### config.mk
export PLATFORM = sky130hd
export DESIGN_NAME = btb_predictor
export DESIGN_NICKNAME = d
export VERILOG_FILES = /design/src/rtl/btb_predictor.sv
export SDC_FILE = /design/constraint.sdc
export NUM_CORES = 2
export LEC_CHECK = 0
export CAP_MARGIN = 20
export CORE_MARGIN = 2
export CORE_UTILIZATION = 40
export DETAILED_ROUTE_END_ITERATION = 10
export GPL_ROUTABILITY_DRIVEN = 1
export PLACE_DENSITY_LB_ADDON = 0.1
export SLEW_MARGIN = 15
export SYNTH_ARGS = -nofsm -noshare
export SYNTH_HDL_FRONTEND = slang
export SYNTH_SLANG_ARGS = --single-unit
### constraint.sdc
create_clock -name clk -period 5.5 [get_ports clk]
set_input_delay 0.55 -clock clk [delete_from_list [all_inputs] [get_ports clk]]
set_output_delay 0.55 -clock clk [all_outputs]
set_load 0.02 [all_outputs]
### src/rtl/btb_predictor.sv
// ---------------------------------------------------------------------------
// btb_predictor
//   Direct-mapped branch target buffer with 2-bit saturating direction
//   counters. The fetch stage looks up PCF combinationally and gets a
//   taken/not-taken guess plus a target. Conditional branches resolved in
//   EX train the table one edge later. A small sweep controller invalidates
//   every entry after reset and whenever BtbClear is raised. The block also
//   counts mispredicted EX branches.
//
// Ports
//   clk                     in   1   clock, all state updates on rising edge
//   rst                     in   1   synchronous active-high reset
//   PCF                     in   32  fetch PC used for lookup
//   BranchPredictedF        out  1   predict taken for PCF
//   BranchPredictedTargetF  out  32  predicted target for PCF (0 on miss)
//   BranchInstE             in   1   EX holds a conditional branch
//   PCE                     in   32  PC of the EX instruction
//   BranchE                 in   1   EX branch resolved taken
//   BranchTarget            in   32  resolved target of the EX branch
//   BranchPredictedE        in   1   prediction made earlier for that branch
//   BtbClear                in   1   request full invalidation
//   BtbReady                out  1   table usable (no sweep in progress)
//   MispredictCount         out  32  mispredicted EX branch count (wraps)
// ---------------------------------------------------------------------------
module btb_predictor #(
   parameter int ENTRIES = 64,
   parameter int IDX_W   = 6
) (
   input  logic        clk,
   input  logic        rst,
   input  logic [31:0] PCF,
   output logic        BranchPredictedF,
   output logic [31:0] BranchPredictedTargetF,
   input  logic        BranchInstE,
   input  logic [31:0] PCE,
   input  logic        BranchE,
   input  logic [31:0] BranchTarget,
   input  logic        BranchPredictedE,
   input  logic        BtbClear,
   output logic        BtbReady,
   output logic [31:0] MispredictCount
);

   localparam int TAG_W = 32 - IDX_W - 2;

   localparam logic [0:0] ST_SWEEP = 1'b0;
   localparam logic [0:0] ST_IDLE  = 1'b1;

   logic [0:0]       state_q, state_d;
   logic [IDX_W-1:0] sidx_q, sidx_d;
   logic [31:0]      mispredict_count_q, mispredict_count_d;

   logic [ENTRIES-1:0] valid_q, valid_d;
   logic [TAG_W-1:0]   tag_q    [ENTRIES];
   logic [TAG_W-1:0]   tag_d    [ENTRIES];
   logic [31:0]        target_q [ENTRIES];
   logic [31:0]        target_d [ENTRIES];
   logic [1:0]         ctr_q    [ENTRIES];
   logic [1:0]         ctr_d    [ENTRIES];

   logic [IDX_W-1:0] idx_f, idx_e;
   logic [TAG_W-1:0] tag_f, tag_e;
   logic             hit_f, hit_e;
   logic             upd;
   logic             mispredict;
   logic             unused_pc_low;

   assign idx_f = PCF[IDX_W+1:2];
   assign tag_f = PCF[31:IDX_W+2];
   assign idx_e = PCE[IDX_W+1:2];
   assign tag_e = PCE[31:IDX_W+2];

   // Instructions are word aligned, so the two low PC bits never matter.
   assign unused_pc_low = &{1'b0, PCF[1:0], PCE[1:0]};

   assign BtbReady = (state_q == ST_IDLE);

   // Fetch lookup sees only pre-edge contents; an EX update in the same
   // cycle becomes visible one cycle later. Everything is masked while a
   // sweep runs because half-cleared entries must not be trusted.
   always_comb begin
      hit_f                  = valid_q[idx_f] && (tag_q[idx_f] == tag_f);
      BranchPredictedF       = BtbReady && hit_f && ctr_q[idx_f][1];
      BranchPredictedTargetF = (BtbReady && hit_f) ? target_q[idx_f] : 32'h0;
   end

   // Sweep controller: walks every index once, clearing valid bits. A
   // BtbClear while sweeping restarts from index 0 so the full table is
   // guaranteed clean after the last request.
   always_comb begin
      state_d = state_q;
      sidx_d  = sidx_q;
      case (state_q)
         ST_SWEEP: begin
            if (BtbClear) begin
               sidx_d = '0;
            end else begin
               sidx_d = sidx_q + 1'b1;
               if (sidx_q == IDX_W'(ENTRIES - 1)) begin
                  state_d = ST_IDLE;
               end
            end
         end
         default: begin
            if (BtbClear) begin
               state_d = ST_SWEEP;
               sidx_d  = '0;
            end
         end
      endcase
   end

   // Training. A clear in the same cycle wins over the update, and nothing
   // is trained while the table is being swept or reset.
   always_comb begin
      hit_e    = valid_q[idx_e] && (tag_q[idx_e] == tag_e);
      upd      = BranchInstE && BtbReady && !BtbClear && !rst;
      valid_d  = valid_q;
      tag_d    = tag_q;
      target_d = target_q;
      ctr_d    = ctr_q;
      if (state_q == ST_SWEEP) begin
         valid_d[sidx_q] = 1'b0;
      end
      if (upd) begin
         if (hit_e) begin
            if (BranchE) begin
               if (ctr_q[idx_e] != 2'b11) begin
                  ctr_d[idx_e] = ctr_q[idx_e] + 2'd1;
               end
               target_d[idx_e] = BranchTarget;
            end else if (ctr_q[idx_e] != 2'b00) begin
               ctr_d[idx_e] = ctr_q[idx_e] - 2'd1;
            end
         end else if (BranchE) begin
            // Allocate weakly-taken so one contrary outcome flips the guess.
            valid_d[idx_e]  = 1'b1;
            tag_d[idx_e]    = tag_e;
            target_d[idx_e] = BranchTarget;
            ctr_d[idx_e]    = 2'b10;
         end
      end
   end

   // Mispredictions are counted even when a clear drops the table update.
   always_comb begin
      mispredict         = BranchInstE && BtbReady && (BranchE != BranchPredictedE);
      mispredict_count_d = mispredict_count_q + {31'b0, mispredict};
   end

   assign MispredictCount = mispredict_count_q;

   // Controller and counter state; reset puts the controller into a fresh sweep.
   always_ff @(posedge clk) begin
      if (rst) begin
         state_q            <= ST_SWEEP;
         sidx_q             <= '0;
         mispredict_count_q <= '0;
      end else begin
         state_q            <= state_d;
         sidx_q             <= sidx_d;
         mispredict_count_q <= mispredict_count_d;
      end
   end

   // Table storage has no reset; the sweep is what invalidates it.
   always_ff @(posedge clk) begin
      valid_q  <= valid_d;
      tag_q    <= tag_d;
      target_q <= target_d;
      ctr_q    <= ctr_d;
   end

endmodule
### Word-level counts from Yosys, hierarchy flattened

Cells that the tools add are included.
Widths: inputs -> output; s select.

| storage, ports and cells | value |
|---|---|
| register bits after elaboration | 3815 |
| output and inout bits | 66 |
| logic and storage cells | 293 |

| operators by class | value |
|---|---|
| $add $sub $neg | 4 |
| order comparisons | 8 |
| eq/ne operators | 7 |
| multiplexer cells | 50 |
| bitwise logic cells | 9 |
| reductions and logical operators | 19 |

Operator list:

| cell | number |
|---|---|
| $bwmux 2048 | 1 |
| $bwmux 1536 | 1 |
| $mux 128 | 5 |
| $bmux 24 s6 | 2 |
| $bwmux 128 | 2 |
| $mux 64 | 4 |
| $bmux 32 s6 | 1 |
| $demux 32 s6 | 1 |
| $demux 24 s6 | 1 |
| $and 64x64->64 | 2 |
| $mux 32 | 4 |
| $not 64->64 | 2 |
| $or 64x64->64 | 2 |
| $mux 24 | 5 |
| $eq 24x24->1 | 2 |
| $add 32x1->32 | 1 |
| $bmux 2 s6 | 2 |
| $lt 6x7->1 const B | 3 |
| $mux 6 | 3 |
| $ge 7x7->1 const B | 2 |
| $not 6->7 | 2 |
| $bmux 1 s6 | 2 |
| $demux 1 s6 | 2 |
| $demux 2 s6 | 1 |
| 18 further kinds | 44 |

### Logic depth before layout (Yosys ltp)

| depth | value |
|---|---|
| depth in word-level cells | 11 |
| depth in mapped cells | 22 |
| gate-level depth less buffers | 14 |

### Worst setup path before layout

Ideal clock, no wire load.

| timing | value |
|---|---|
| path type | input to register |
| start | input PCE[4] |
| end | register tag_q[1416] (netlist bit), enable pin |
| arrival time | 4865 ps |
| slack | 230 ps |
| cell stages on the path | 19 |
| cell sequence | buf_2 > buf_2 > buf_1 > buf_2 > buf_1 > mux4_2 > nand2_1 > a21oi_1 > a2111oi_0 > nand4_1 > xor2_1 > nor4_1 > nand4_1 > nor4_4 > or2_1 > buf_4 > buf_6 > buf_4 > nor2_1 |

| between the ends | value |
|---|---|
| word-level cells in the longest chain between the ends | 8 |
| elaborated cells between the ends (all ways) | 10 |

RTL lines:

| what | RTL line | RTL |
|---|---|---|
| start: declaration | 35 | `input logic [31:0] PCE,` |
| $not 6->7 (not written as such) | 116 | `hit_e = valid_q[idx_e] && (tag_q[idx_e] == tag_e);` |
| $bmux 24 s6 | 116 |  |
| $mux 24 (not written as such) (2 in a row) | 116 |  |
| $eq 24x24->1 | 116 |  |
| $logic_and 1x1->1 (*) | 116 |  |
| $not 1->1 (no source line) (*) | - |  |
| $reduce_and 3->1 (no source line) (*) | - |  |
| end signal: assignment | 169 | `tag_q <= tag_d;` |
| end: declaration | 54 | `logic [TAG_W-1:0] tag_q [ENTRIES];` |

Mark *: on every way between the ends. The rest lies on a longest branch, timed or not. The select of a mux whose other input is x is not followed.
A chain may end at the register's enable or synchronous reset.

### Worst setup path in the final report

| timing | value |
|---|---|
| start | register tag_q[693] (netlist bit) |
| end | output BranchPredictedTargetF[12] |

| between the ends | value |
|---|---|
| word-level cells in the longest chain between the ends | 7 |

RTL lines:

| what | RTL line | RTL |
|---|---|---|
| $bmux 24 s6 | 82 | `hit_f = valid_q[idx_f] && (tag_q[idx_f] == tag_f);` |
| $mux 24 (not written as such) (2 in a row) | 82 |  |
| $eq 24x24->1 | 82 |  |
| $logic_and 1x1->1 | 82 |  |
| $logic_and 1x1->1 | 84 | `BranchPredictedTargetF = (BtbReady && hit_f) ? target_q[idx_f] : 32'h0;` |
| $mux 32 | 84 |  |
| end: declaration | 33 | `output logic [31:0] BranchPredictedTargetF,` |

Every way passes these cells. The select of a mux whose other input is x is not followed.

==> impl_results.html <==
<table>
<tr><th>Metric</th><th>Value</th></tr>
<tr><th colspan="2">Detailed routing</th></tr>
<tr><td>Total via count in the routed design</td><td>95300</td></tr>
<tr><td>WL per Instance</td><td>41.36 um</td></tr>
<tr><td>Antenna viol nets, final</td><td>0</td></tr>
<tr><td>Number of optimization iterations in the first detailed-route pass</td><td>6</td></tr>
<tr><td>Sum of routed wire length over all layers</td><td>609500 um</td></tr>
<tr><td>Avg Vias per Cell</td><td>6.468</td></tr>
<tr><td>Post-route DRC</td><td>0</td></tr>
<tr><td>Initial DRC count</td><td>14050</td></tr>
<tr><th colspan="2">Floorplanning</th></tr>
<tr><td>Die span in x</td><td>640.5 um</td></tr>
<tr><td>Area of the die</td><td>410200 um2</td></tr>
<tr><td>Initial cell density of the core</td><td>40.22%</td></tr>
<tr><td>Placeable core area</td><td>402900 um2</td></tr>
<tr><td>Die Y</td><td>640.5 um</td></tr>
<tr><td>Row count</td><td>233</td></tr>
<tr><td>Total I/O pin count</td><td>168</td></tr>
<tr><th colspan="2">Worst setup path</th></tr>
<tr><td>Endpoint of the most critical register-to-register path</td><td>tag_q[1052]</td></tr>
<tr><td>Worst path cell trace</td><td>mux4_2, mux4_2, mux4_2, xor2_4, nor4_4, buf_4, nand4_1, nor3_2, nand4_1, buf_6, buf_12, a211oi_4, buf_4, buf_12</td></tr>
<tr><td>Critical path startpoint category</td><td>flip-flop</td></tr>
<tr><td>CP max FO</td><td>8</td></tr>
<tr><td>Worst-case register-to-register setup slack</td><td>0.51 ns</td></tr>
<tr><td>Most numerous cell on the critical path</td><td>mux4_2</td></tr>
<tr><td>Endpoint type of the worst setup path</td><td>output pin</td></tr>
<tr><td>Maximum cell stage delay along the critical path</td><td>0.56 ns</td></tr>
<tr><td>Launching point of the worst reg2reg path</td><td>tag_q[579]</td></tr>
<tr><td>Master of the slowest instance on the critical path</td><td>mux4_2</td></tr>
<tr><td>Number of cells on the worst reg-to-reg path</td><td>16</td></tr>
<tr><td>Crit path max-delay family</td><td>multiplexers</td></tr>
<tr><td>CP required</td><td>4.95 ns</td></tr>
<tr><td>CP bufs+invs</td><td>5</td></tr>
<tr><td>Number of cells on the critical path</td><td>14</td></tr>
<tr><td>Arrival time reported for the critical path endpoint</td><td>5.11 ns</td></tr>
<tr><td>Kind of critical path</td><td>flip-flop to output pin</td></tr>
<tr><th colspan="2">Power</th></tr>
<tr><td>Leakage power</td><td>0.06062 uW</td></tr>
<tr><td>Power share of the sequential group</td><td>50.0%</td></tr>
<tr><td>Max VDD drop</td><td>0.0003427 V</td></tr>
<tr><td>Power share of the combinational group</td><td>7.1%</td></tr>
<tr><td>Fraction of power spent switching nets</td><td>22.68%</td></tr>
<tr><td>Internal power</td><td>49300 uW</td></tr>
<tr><td>Clock network fraction of design power</td><td>42.9%</td></tr>
<tr><td>Total power density per cell area</td><td>330.3 nW/um2</td></tr>
<tr><td>Reported net switching power</td><td>14460 uW</td></tr>
<tr><th colspan="2">STA</th></tr>
<tr><td>Relative slew margins</td><td>27.25%</td></tr>
<tr><td>Worst setup skew after layout</td><td>0.06458 ns</td></tr>
<tr><td>Max-slew violation count</td><td>0</td></tr>
<tr><td>Minimum period implied by the final worst setup slack</td><td>5.659 ns</td></tr>
<tr><td>Endpoints failing hold</td><td>0</td></tr>
<tr><td>Final period util</td><td>102.9%</td></tr>
<tr><td>Slew at the pin closest to its max-slew limit</td><td>1.091 ns</td></tr>
<tr><td>Setup repair after global routing missed its margin</td><td>true</td></tr>
<tr><td>Final Setup Violations</td><td>31</td></tr>
<tr><td>Final worst setup slack</td><td>-0.1591 ns</td></tr>
<tr><td>Upper clock frequency limit</td><td>176.7 MHz</td></tr>
<tr><th colspan="2">Global route</th></tr>
<tr><td>Sum of overflow across all layers after global routing</td><td>0</td></tr>
<tr><td>Total track usage</td><td>29.41%</td></tr>
<tr><td>Number of global-route vias before repair</td><td>93760</td></tr>
<tr><td>Initial antenna violation count</td><td>54</td></tr>
<tr><td>Pin count of the biggest net entering global routing</td><td>125</td></tr>
<tr><td>Global-route wire length before repair</td><td>821600 um</td></tr>
<tr><th colspan="2">Synthesis</th></tr>
<tr><td>Async set or reset register ratio after synthesis</td><td>0%</td></tr>
<tr><td>Syn_area_per_cell</td><td>19.82 um2</td></tr>
<tr><td>Post-synthesis instance total</td><td>8174</td></tr>
<tr><td>Main area contributors after synthesis</td><td>edfxtp_1 69%, mux4_2 18%, mux2i_1 1.6%, dfxtp_1 1.3%, a221oi_1 0.85%</td></tr>
<tr><td>Top cells by count, synth</td><td>3712 x edfxtp_1, 1327 x mux4_2, 346 x clkbuf_1</td></tr>
<tr><td>Post-synthesis cell type with the largest combined area</td><td>edfxtp_1</td></tr>
<tr><td>Sequential share of the synthesized area</td><td>70.06%</td></tr>
<tr><td>Dominant register cell in the synthesized netlist</td><td>edfxtp_1</td></tr>
<tr><td>Cell area after synthesis</td><td>162000 um2</td></tr>
<tr><td>Library cells used by synthesis</td><td>76</td></tr>
<tr><td>Count leader, synth</td><td>edfxtp_1</td></tr>
<tr><td>Post-synthesis sequential element count</td><td>3815</td></tr>
<tr><td>Synthesized netlist net count</td><td>8281</td></tr>
<tr><td>Count of synthesis-stage warnings from yosys</td><td>0</td></tr>
<tr><td>Portion of synthesized cell area occupied by the leading cell type</td><td>68.79%</td></tr>
<tr><td>Count of flip-flops with a built-in enable after synthesis</td><td>3712</td></tr>
<tr><th colspan="2">Place</th></tr>
<tr><td>Instance area at placement</td><td>179500 um2</td></tr>
<tr><td>PortBufs</td><td>163</td></tr>
<tr><td>Dpl hpwl</td><td>381300 um</td></tr>
<tr><td>GP Congestion</td><td>0.9138</td></tr>
<tr><th colspan="2">Clock tree</th></tr>
<tr><td>Clock latency reported for the late side of the worst-skew pair</td><td>1.01 ns</td></tr>
<tr><td>Clock slew at reported path FFs</td><td>0.06 ns</td></tr>
<tr><td>Sinks on Clock Net</td><td>3815</td></tr>
<tr><td>Clock Root Buffer</td><td>clkbuf_16</td></tr>
<tr><td>CTS H-Tree Depth</td><td>5</td></tr>
<tr><td>TritonCTS clock tree</td><td>yes</td></tr>
<tr><td>Worst-case clock buffer depth</td><td>4</td></tr>
<tr><td>Number of buffers created by CTS</td><td>415</td></tr>
<tr><th colspan="2">Finish</th></tr>
<tr><td>Final core utilization</td><td>47.92%</td></tr>
<tr><td>Filler cell count</td><td>33430</td></tr>
<tr><td>Total number of nets in the final design</td><td>9087</td></tr>
<tr><td>Fraction of final layout cells with drive strength greater than 1</td><td>33.64%</td></tr>
<tr><td>Synthesis-to-layout area growth</td><td>19.14%</td></tr>
<tr><td>Cell area after layout</td><td>193100 um2</td></tr>
<tr><th colspan="2">Run</th></tr>
<tr><td>Max-capacitance violation count</td><td>0</td></tr>
<tr><th colspan="2">Outcome</th></tr>
<tr><td>Failing checks</td><td>negative setup slack</td></tr>
<tr><td>Result of the run</td><td>finished, violations left</td></tr>
<tr><th colspan="2">Hold path</th></tr>
<tr><td>Min-Delay Startpoint</td><td>BranchTarget[16]</td></tr>
<tr><td>Worst hold endpoint</td><td>target_q[1072]</td></tr>
<tr><td>Number of instances on the worst hold path</td><td>1</td></tr>
<tr><td>Min-Delay Path Class</td><td>primary input to flip-flop</td></tr>
</table>
## registers in the layout (all words and copies together) (netlist names)
signal / cells
tag_q: 1536
valid_q: 64
BtbReady: 1
ctr_q: 128
sidx_q: 6
MispredictCount: 32
target_q: 2048
## metal layers
| layer | routed length, um | track usage [%] | vias up |
|---|---|---|---|
| met5 | 37 | 0 | - |
| met4 | 33910 | 13.52 | 6 |
| met3 | 50220 | 4.802 | 1248 |
| met2 | 287200 | 46.96 | 5506 |
| met1 | 238200 | 39.72 | 51890 |
| li1 | - | - | 36660 |
## repair_timing
action / in CTS / in global routing
hold endpoints to repair: 3 / 74
setup buffers: 0 / 0
gates cloned: 0 / 2
gates resized for setup: 21 / 7
endpoints found under the setup margin: 33 / 31
hold buffers: 3 / 5
pin swaps: 3 / 1
## layout make-up
cell class | count | area, um2 | share of cell area (%)
Multi-Input combinational cell | 3719 | 47070 | 24.38
Clock inverter | 226 | 2098 | 1.087
Antenna cell | 12 | 30.03 | 0.01555
Sequential cell | 3815 | 113500 | 58.81
Timing Repair Buffer | 1019 | 12570 | 6.509
Clock buffer | 529 | 10960 | 5.677
Inverter | 10 | 41.29 | 0.02139
Tap cell | 5405 | 6763 | 3.503
## worst max path at each step
stage / slack (ns) / startpoint / to
floorplan: 0.23 / PCE[4] / tag_q[1416]
global placement: -0.47 / PCF[2] / BranchPredictedTargetF[12]
detailed placement: -0.50 / PCF[2] / BranchPredictedTargetF[10]
CTS: -0.19 / tag_q[1116] / BranchPredictedTargetF[12]
global route: -0.16 / tag_q[693] / BranchPredictedTargetF[7]
finish: -0.16 / tag_q[693] / BranchPredictedTargetF[12]
## power groups by stage
stage          combinational [uW]  sequential (uW)  clock [uW]
6_report                     4550            31900       27300
5_1_grt                      4690            31900       28800
4_1_cts                      4490            31900       27700
3_5_place_dp                 4470            32500           0
3_3_place_gp                 4440            32500           0
2_1_floorplan                2220            32500           0
## worst reg2reg max path: stages (launching register included)
cell and delay (ns):
edfxtp_1 0.40, mux2_2 0.30, a221oi_1 0.28, o22ai_1 0.14, a22o_1 0.20, a221oi_1 0.36, buf_4 0.21, nor4b_1 0.45
buf_4 0.20, xnor2_1 0.08, or4_1 0.48, nor4_4 0.43, buf_4 0.22, or2_4 0.25, buf_12 0.28, nor2_4 0.20
buf_12 0.25
## metrics by stage
stage | setup TNS [ns] | cells | setup slack [ns] | hold slack [ns] | total power, uW
6_report | -3.028 | 14740 | -0.1591 | 0.06099 | 63760
5_1_grt | -3.118 | 14730 | -0.1646 | 0.04663 | 65370
4_1_cts | -3.022 | 14710 | -0.1863 | 0.1646 | 64080
3_5_place_dp | -265.35 | 13950 | -0.5020 | 0.4879 | 36950
3_3_place_gp | -322.51 | 13940 | -0.4653 | 0.4742 | 36920
2_1_floorplan | 0 | 8174 | 0.2303 | 0.4485 | 34700
## cell families (layout without fill, tap and decap cells)
family,after synthesis,after routing,share of synthesized area [%]
simple gates,794,794,2.372
mux,1669,1669,20.63
flops,3815,3815,70.06
fa+ha+maj,5,5,0.03861
xor+xnor,79,79,0.4270
buf+inv,640,1784,1.636
other cells,0,12,0
compound gates,1172,1172,4.837
## cell usage in the layout (no fill, tap or decap), types with 12 or more instances in the layout
cell type	instances
a2111oi_0	13
a211oi_1	25
a21oi_1	200
a221oi_1	158
a22o_1	35
a22oi_1	154
a31oi_1	16
buf_12	373
buf_2	56
buf_4	503
bufinv_16	34
clkbuf_1	105
clkbuf_16	422
clkdlybuf4s50_1	62
clkinv_1	96
clkinv_2	64
dfxtp_1	103
diode_2	12
edfxtp_1	3712
mux2_2	90
mux2i_1	249
mux4_2	1327
nand2_1	238
nand2b_1	12
nand3_1	105
nand4_1	25
nor2_1	84
nor2_4	131
nor2b_1	41
nor3_1	21
nor4_1	14
o21a_1	25
o21ai_0	252
o22a_1	15
o22ai_1	170
o32ai_1	12
or2_2	17
or3b_2	13
xnor2_1	28
xor2_1	48
No activity file was read; power rests on OpenSTA's default activity.
